**src/rtl/cache_pkg.sv**
```systemverilog
// Shared types and constants for the cache port arbiter: FSM states, master IDs, default widths.
package cache_pkg;

  localparam int unsigned DefBits        = 32;
  localparam int unsigned DefAddressBits = 28;

  localparam logic M0 = 1'b0;
  localparam logic M1 = 1'b1;

  typedef enum logic [1:0] {
    StIdle,
    StRd0,
    StRd1,
    StWr1
  } state_e;

endpackage

```
**src/rtl/rr_arb2.sv**
```systemverilog
// Two-way round-robin arbiter; remembers the last granted master and favours the other on conflict.
module rr_arb2
  import cache_pkg::*;
(
  input  logic       clk_i,
  input  logic       rst_i,
  input  logic [1:0] req_i,
  input  logic       update_i,
  output logic       gnt_valid_o,
  output logic       gnt_id_o
);

  logic last_q, last_d;

  always_comb begin
    gnt_valid_o = |req_i;
    if (&req_i) begin
      gnt_id_o = ~last_q;
    end else begin
      gnt_id_o = req_i[1] ? M1 : M0;
    end
    last_d = (update_i && gnt_valid_o) ? gnt_id_o : last_q;
  end

  // Reset to M1 so that M0 wins the first conflict.
  always_ff @(posedge clk_i) begin
    if (rst_i) begin
      last_q <= M1;
    end else begin
      last_q <= last_d;
    end
  end

endmodule

```
**src/rtl/cache_port_arbiter.sv**
```systemverilog
// Arbitrates an instruction-fetch read master (M0) and a read/write data master (M1) onto one
// cache CPU port. One transaction at a time; request fields are latched on grant.
module cache_port_arbiter
  import cache_pkg::*;
#(
  parameter int unsigned BITS         = DefBits,
  parameter int unsigned ADDRESS_BITS = DefAddressBits
) (
  input  logic                    CLK,
  input  logic                    RSTb,
  // M0: instruction fetch
  input  logic [ADDRESS_BITS-1:0] m0_addr,
  input  logic                    m0_rd_req,
  output logic                    m0_rd_valid,
  output logic [BITS-1:0]         m0_data_out,
  // M1: data port
  input  logic [ADDRESS_BITS-1:0] m1_addr,
  input  logic [BITS-1:0]         m1_data_in,
  input  logic [3:0]              m1_wstrb,
  input  logic                    m1_wr_valid,
  output logic                    m1_wr_ready,
  input  logic                    m1_rd_req,
  output logic                    m1_rd_valid,
  output logic [BITS-1:0]         m1_data_out,
  // Cache CPU port
  output logic [ADDRESS_BITS-1:0] cpu_addr,
  output logic [BITS-1:0]         cpu_data_in,
  output logic [3:0]              cpu_wstrb,
  output logic                    cpu_wr_valid,
  input  logic                    cpu_wr_ready,
  output logic                    cpu_rd_ready,
  input  logic                    cpu_rd_valid,
  input  logic [BITS-1:0]         cpu_data_out,
  output logic                    busy
);

  state_e                  state_q, state_d;
  logic [ADDRESS_BITS-1:0] addr_q, addr_d;
  logic [BITS-1:0]         data_q, data_d;
  logic [3:0]              wstrb_q, wstrb_d;
  logic                    rd_ready_q, rd_ready_d;
  logic                    wr_valid_q, wr_valid_d;
  logic                    busy_q, busy_d;

  logic gnt_valid;
  logic gnt_id;

  rr_arb2 u_rr_arb2 (
    .clk_i       (CLK),
    .rst_i       (RSTb),
    .req_i       ({m1_wr_valid | m1_rd_req, m0_rd_req}),
    .update_i    (state_q == StIdle),
    .gnt_valid_o (gnt_valid),
    .gnt_id_o    (gnt_id)
  );

  always_comb begin
    state_d = state_q;
    addr_d  = addr_q;
    data_d  = data_q;
    wstrb_d = wstrb_q;
    unique case (state_q)
      StIdle: begin
        if (gnt_valid) begin
          if (gnt_id == M0) begin
            state_d = StRd0;
            addr_d  = m0_addr;
            data_d  = '0;
            wstrb_d = '0;
          end else if (m1_wr_valid) begin
            // Writes go ahead of a simultaneous M1 read.
            state_d = StWr1;
            addr_d  = m1_addr;
            data_d  = m1_data_in;
            wstrb_d = m1_wstrb;
          end else begin
            state_d = StRd1;
            addr_d  = m1_addr;
            data_d  = '0;
            wstrb_d = '0;
          end
        end
      end
      StRd0, StRd1: begin
        if (cpu_rd_valid) begin
          state_d = StIdle;
        end
      end
      StWr1: begin
        if (cpu_wr_ready) begin
          state_d = StIdle;
        end
      end
      default: state_d = StIdle;
    endcase
    rd_ready_d = (state_d == StRd0) || (state_d == StRd1);
    wr_valid_d = (state_d == StWr1);
    busy_d     = (state_d != StIdle);
  end

  always_ff @(posedge CLK) begin
    if (RSTb) begin
      state_q    <= StIdle;
      addr_q     <= '0;
      data_q     <= '0;
      wstrb_q    <= '0;
      rd_ready_q <= 1'b0;
      wr_valid_q <= 1'b0;
      busy_q     <= 1'b0;
    end else begin
      state_q    <= state_d;
      addr_q     <= addr_d;
      data_q     <= data_d;
      wstrb_q    <= wstrb_d;
      rd_ready_q <= rd_ready_d;
      wr_valid_q <= wr_valid_d;
      busy_q     <= busy_d;
    end
  end

  // Response pulses are decoded from the registered state, so a late cache response in IDLE is dropped.
  assign m0_rd_valid  = (state_q == StRd0) && cpu_rd_valid;
  assign m1_rd_valid  = (state_q == StRd1) && cpu_rd_valid;
  assign m1_wr_ready  = (state_q == StWr1) && cpu_wr_ready;
  assign m0_data_out  = cpu_data_out;
  assign m1_data_out  = cpu_data_out;

  assign cpu_addr     = addr_q;
  assign cpu_data_in  = data_q;
  assign cpu_wstrb    = wstrb_q;
  assign cpu_rd_ready = rd_ready_q;
  assign cpu_wr_valid = wr_valid_q;
  assign busy         = busy_q;

endmodule

```
**config.mk**
```make
export PLATFORM = sky130hd
export DESIGN_NAME = cache_port_arbiter
export DESIGN_NICKNAME = d
export VERILOG_FILES = /design/src/rtl/cache_pkg.sv /design/src/rtl/rr_arb2.sv /design/src/rtl/cache_port_arbiter.sv
export SDC_FILE = /design/constraint.sdc
export NUM_CORES = 1
export LEC_CHECK = 0
export ABC_CLOCK_PERIOD_IN_PS = 3700
export CAP_MARGIN = 0
export CORE_AREA = 3 3 102 104
export CTS_BUF_LIST = sky130_fd_sc_hd__clkbuf_8
export DETAILED_ROUTE_END_ITERATION = 8
export DIE_AREA = 0 0 105 107
export GPL_TIMING_DRIVEN = 1
export PLACE_DENSITY_LB_ADDON = 0.05
export SYNTH_ARGS = -nofsm -noshare
export SYNTH_HDL_FRONTEND = slang
export SYNTH_SLANG_ARGS = --single-unit
```
**constraint.sdc**
```tcl
create_clock -name CLK -period 3.7 [get_ports CLK]
set_input_delay 0.74 -clock CLK [delete_from_list [all_inputs] [get_ports CLK]]
set_output_delay 0.74 -clock CLK [all_outputs]
set_load 0.005 [all_outputs]
```
Yosys cells after proc, flatten, opt, wreduce, memory -nomap -nowiden
Index checks and enable logic that the tools add are counted.

word-level totals
  flip-flop bits (word level) = 70
  input bits = 131
  logic and storage cells = 40

operators by class
  eq/ne operators = 6
  muxes and demuxes = 13
  bitwise logic cells = 2
  reductions and logical operators = 11

operators with widths
  kind                count
  $mux 32             2
  $mux 28             1
  $eq 2x2->1 const B  4
  $mux 2              4
  $mux 4              2
  $pmux 2 s3          1
  $eq 2x1->1 const B  2
  $logic_and 1x1->1   4
  $reduce_and 2->1    2
  $reduce_or 2->1     2
  $mux 1              3
  $logic_not 2->1     1
  $reduce_bool 2->1   1
  $logic_or 1x1->1    1
  $not 1->1           1
  $or 1x1->1          1

Depth between registers and ports, before layout
  word-level depth = 8
  gate-level depth with buffers = 8

Cells and area by module
From an unflattened synthesis, not the netlist that was laid out.

unflattened totals
  cell total of the unflattened synthesis = 351
  area, all modules = 3369.5 um^2

modules (own cells, without submodules)
  module              instances  cells an instance  area an instance (um^2)
  cache_port_arbiter  1          345                3313.2
  rr_arb2             1          6                  56.3

Worst setup path after synthesis
Ideal clock, no wire load.

  kind = input-to-reg
  start point = input port m1_wr_valid
  end point = register rd_ready_q (netlist: cpu_rd_ready)
  setup time = 128 ps
  arrival = 2032 ps
  required time = 3572 ps
  setup slack = 1540 ps
  cell stages on the path = 7
  path through = buf_2 > a2bb2oi_2 > buf_2 > a21oi_1 > or3_1 > ha_1 > nor2b_1

between the ends
  longest elaborated chain between the ends = 8
  elaborated cells between the ends (all ways) = 12
  classes of those cells = 2 x eq/ne; 6 x mux; 1 x bitwise; 3 x reduce/logical

RTL lines
  what                                        RTL line                      text
  from (decl)                                 cache_port_arbiter.sv:20      input logic m1_wr_valid,
  $or 1x1->1                                  cache_port_arbiter.sv:51      .req_i ({m1_wr_valid | m1_rd_req, m0_rd_req}),
  $mux 1 or $reduce_and 2->1 (tied branches)  rr_arb2.sv:20, rr_arb2.sv:17
  $mux 1                                      rr_arb2.sv:17                 if (&req_i) begin
  $mux 2                                      cache_port_arbiter.sv:65      if (gnt_id == M0) begin
  $mux 2 *                                    cache_port_arbiter.sv:64      if (gnt_valid) begin
  $pmux 2 s3 *                                cache_port_arbiter.sv:62      unique case (state_q)
  $eq 2x1->1 or $eq 2x2->1 (tied branches)    cache_port_arbiter.sv:96      rd_ready_d = (state_d == StRd0) || (state_d == StRd1);
  $logic_or 1x1->1 *                          cache_port_arbiter.sv:96
  named net rd_ready_d                        cache_port_arbiter.sv:41      logic rd_ready_q, rd_ready_d;
  to (signal assigned)                        cache_port_arbiter.sv:115     rd_ready_q <= rd_ready_d;
  to (decl)                                   cache_port_arbiter.sv:41

Mark *: on every way through the listed nets, which the timed path passes. The rest lies on a longest branch.
A chain may end at the register's enable or synchronous reset.

Worst setup path in the final report
  start point = input port cpu_rd_valid
  end point = output port m0_rd_valid

between the ends
  longest elaborated chain between the ends = 1

RTL lines
  what               RTL line                   text
  from (decl)        cache_port_arbiter.sv:32   input logic cpu_rd_valid,
  $logic_and 1x1->1  cache_port_arbiter.sv:122  assign m0_rd_valid = (state_q == StRd0) && cpu_rd_valid;
  to (decl)          cache_port_arbiter.sv:14   output logic m0_rd_valid,

Every way passes these cells.

==> reports/metrics.cfg <==
[run_status]
status=completed

[timing]
slew_violations=0
period_minus_slack_ns=2.58
fin_skew_ns=0.00510
setup_viol=0
finalSetupTns_ns=0
worst_pin_slew_ns=0.679
min_period_over_period_pct=69.9
timing.hold.ws_ns=0.489
relSlewSlack_pct=54.7
rsz0062_at_grt=false
fmax_ghz=0.387
hold_violations=0

[clock_tree]
insertion_delay_ns=0.33
cts-resized-gates=0
root_buffer=clkbuf_8
cts_max_level=3
cts_tree=yes
cts_sinks=70
cts_made_buffers=9
post_cts_buffers=0
cts_buffer_depth=2
clkTransAtPathRegs_ns=0.07
ctsHoldBuffers=0

[setup_path]
arrival_ns=1.84
cp.required_ns=2.96
cp_max_fo=3
crit_top_cell=clkdlybuf4s50_1
crit_chain=clkdlybuf4s50_1, and2_1, clkdlybuf4s50_1
crit_path_top_delay_cell=clkdlybuf4s50_1
critPathMaxStageDelay_ns=0.49
worstSetupPathType=input port to primary output
r2r_slack_ns=1.65
end_kind=primary output
cp-start-kind=input port

[routing]
drt_iter0_drc=137
avgViaCountPerCell=4.98
vias=3059
dr.pass1.iters=6
drc=0
routed_wirelength_um=10000
postRouteAntennaNets=0
routedWlPerCell_um=16.4

[yosys]
synth_ff_type=dfxtp_1
synth_cells=385
ys_async_sr_fraction_pct=0
synth.distinct_cells=28
yosysWarnings=0
synth_edf_count=0
synth_nets=522
synth_area_per_cell_sq_um=8.68
synth_seq_area_share_pct=41.9
ys_ff_latch=70
synth_area_sq_um=3340

[grt]
grt_usage_pct=17.2
overflow=0
grt_antenna_before_repair=0
grt_pass1_vias=3003
grt_pass1_wl_um=15600
grt_max_degree=40

[job]
drv_cap=0

[placed_design]
hpwl_um=6970
port-buffer-count=168
gp_congestion=0.752

[power_and_ir_drop]
pwr_density_cell_nw_per_um2=490
leakagePower_nw=1.79
irDropWorstVdd_mv=0.211

[final_layout]
area_growth_pct=44.1
drive_gt1_share_pct=6.24
fin_nets=614
num_antenna_cells=0
utilization_pct=49.9

[floorplanning]
initial_core_util_pct=34.7
rows=36
fp.coreArea_sq_um=9640
ios=265
dieArea_sq_um=11200
die_width_um=105
die_y_um=107

[min_path]
hp-class=register to register

==> state kept, by name, indices dropped and copies added, names as in the netlist <==
signal / count
cpu_addr: 28
cpu_rd_ready: 1
busy: 1
cpu_wstrb: 4
cpu_data_in: 32
state_q: 2
u_rr_arb2.last_q: 1
cpu_wr_valid: 1
==> metal layers <==
layer  track usage, %  vias to the layer above  wire length (um)
li1                 -                     1474                 -
met1             21.1                     1419              4380
met2             26.9                      148              4620
met3             7.22                       18               916
met4             6.56                        0               128
met5                0                        -                 0
==> per-stage QoR <==
stage | worst slack [ns] | total power [mW] | instance area (sq um) | cells
finish | 1.12 | 2.36 | 4810 | 614
CTS | 1.11 | 2.39 | 4810 | 614
detailed placement | 0.960 | 1.78 | 4620 | 599
global placement | 1.05 | 1.77 | 4620 | 599
floorplan | 1.54 | 1.41 | 3340 | 385
global route | 1.07 | 2.50 | 4810 | 614
==> kinds of logic after synthesis <==
logic type | after synthesis | share of synthesized area [%]
adders and majority gates | 6 | 2.25
AOI/OAI and AO/OA | 104 | 23.7
and+or+nand+nor | 106 | 12.7
buffers and inverters | 99 | 19.4
DFF | 70 | 41.9
==> power by group <==
group | total (mW) | internal (mW) | switching [mW]
Sequential | 0.928 | 0.866 | 0.0616
Clock | 0.607 | 0.322 | 0.285
Combinational | 0.823 | 0.437 | 0.386
Total | 2.36 | 1.62 | 0.733
==> area by class of cell <==
type	count	area [sq um]
Inverter	2	7.51
Tap cell	133	166
Fill cell	934	4830
Timing Repair Buffer	178	1750
Clock inverter	5	51.3
Clock buffer	10	138
Sequential cell	70	1400
Multi-Input combinational cell	216	1300
==> worst max-delay path: cells and delay by family <==
kind,cells,cell delay [ns]
and+or+nand+nor,1,0.13
buffers and inverters,2,0.98
==> Yosys cell counts (3+ instances only) <==
master	count	area [sq um]
dfxtp_1	70	1400
buf_4	68	510
nor2_1	66	248
a32oi_1	36	315
a21oi_1	29	145
a211oi_1	28	210
nand2_1	28	105
buf_2	16	80.1
clkbuf_1	12	45.0
ha_1	6	75.1
nor2b_1	5	31.3
and2_1	3	18.8
==> path summary, 6_finish.rpt <==
check	start	endpoint	depth (start not counted)
worst max-delay path	cpu_rd_valid	m0_rd_valid	3
worst min-delay path	cpu_data_in[17]$_SDFFE_PP0P_	cpu_data_in[17]$_SDFFE_PP0P_	2
worst max register to register	state_q[0]$_SDFF_PP0_	cpu_addr[22]$_SDFFE_PP0P_	6
worst min register to register	cpu_data_in[17]$_SDFFE_PP0P_	cpu_data_in[17]$_SDFFE_PP0P_	2
==> placed cells by master (no fill, tap or decap), types with 2 or more instances in the layout <==
master / n
buf_2: 2
a32oi_1: 36
nor3_1: 2
dfxtp_1: 70
clkdlybuf4s50_1: 166
a211oi_1: 28
nor2b_1: 5
nand2_1: 28
clkinv_2: 2
inv_1: 3
clkbuf_8: 10
a21oi_1: 29
and2_1: 3
ha_1: 6
nor2_1: 66
buf_4: 10
No activity file was read; power rests on OpenSTA's default activity.
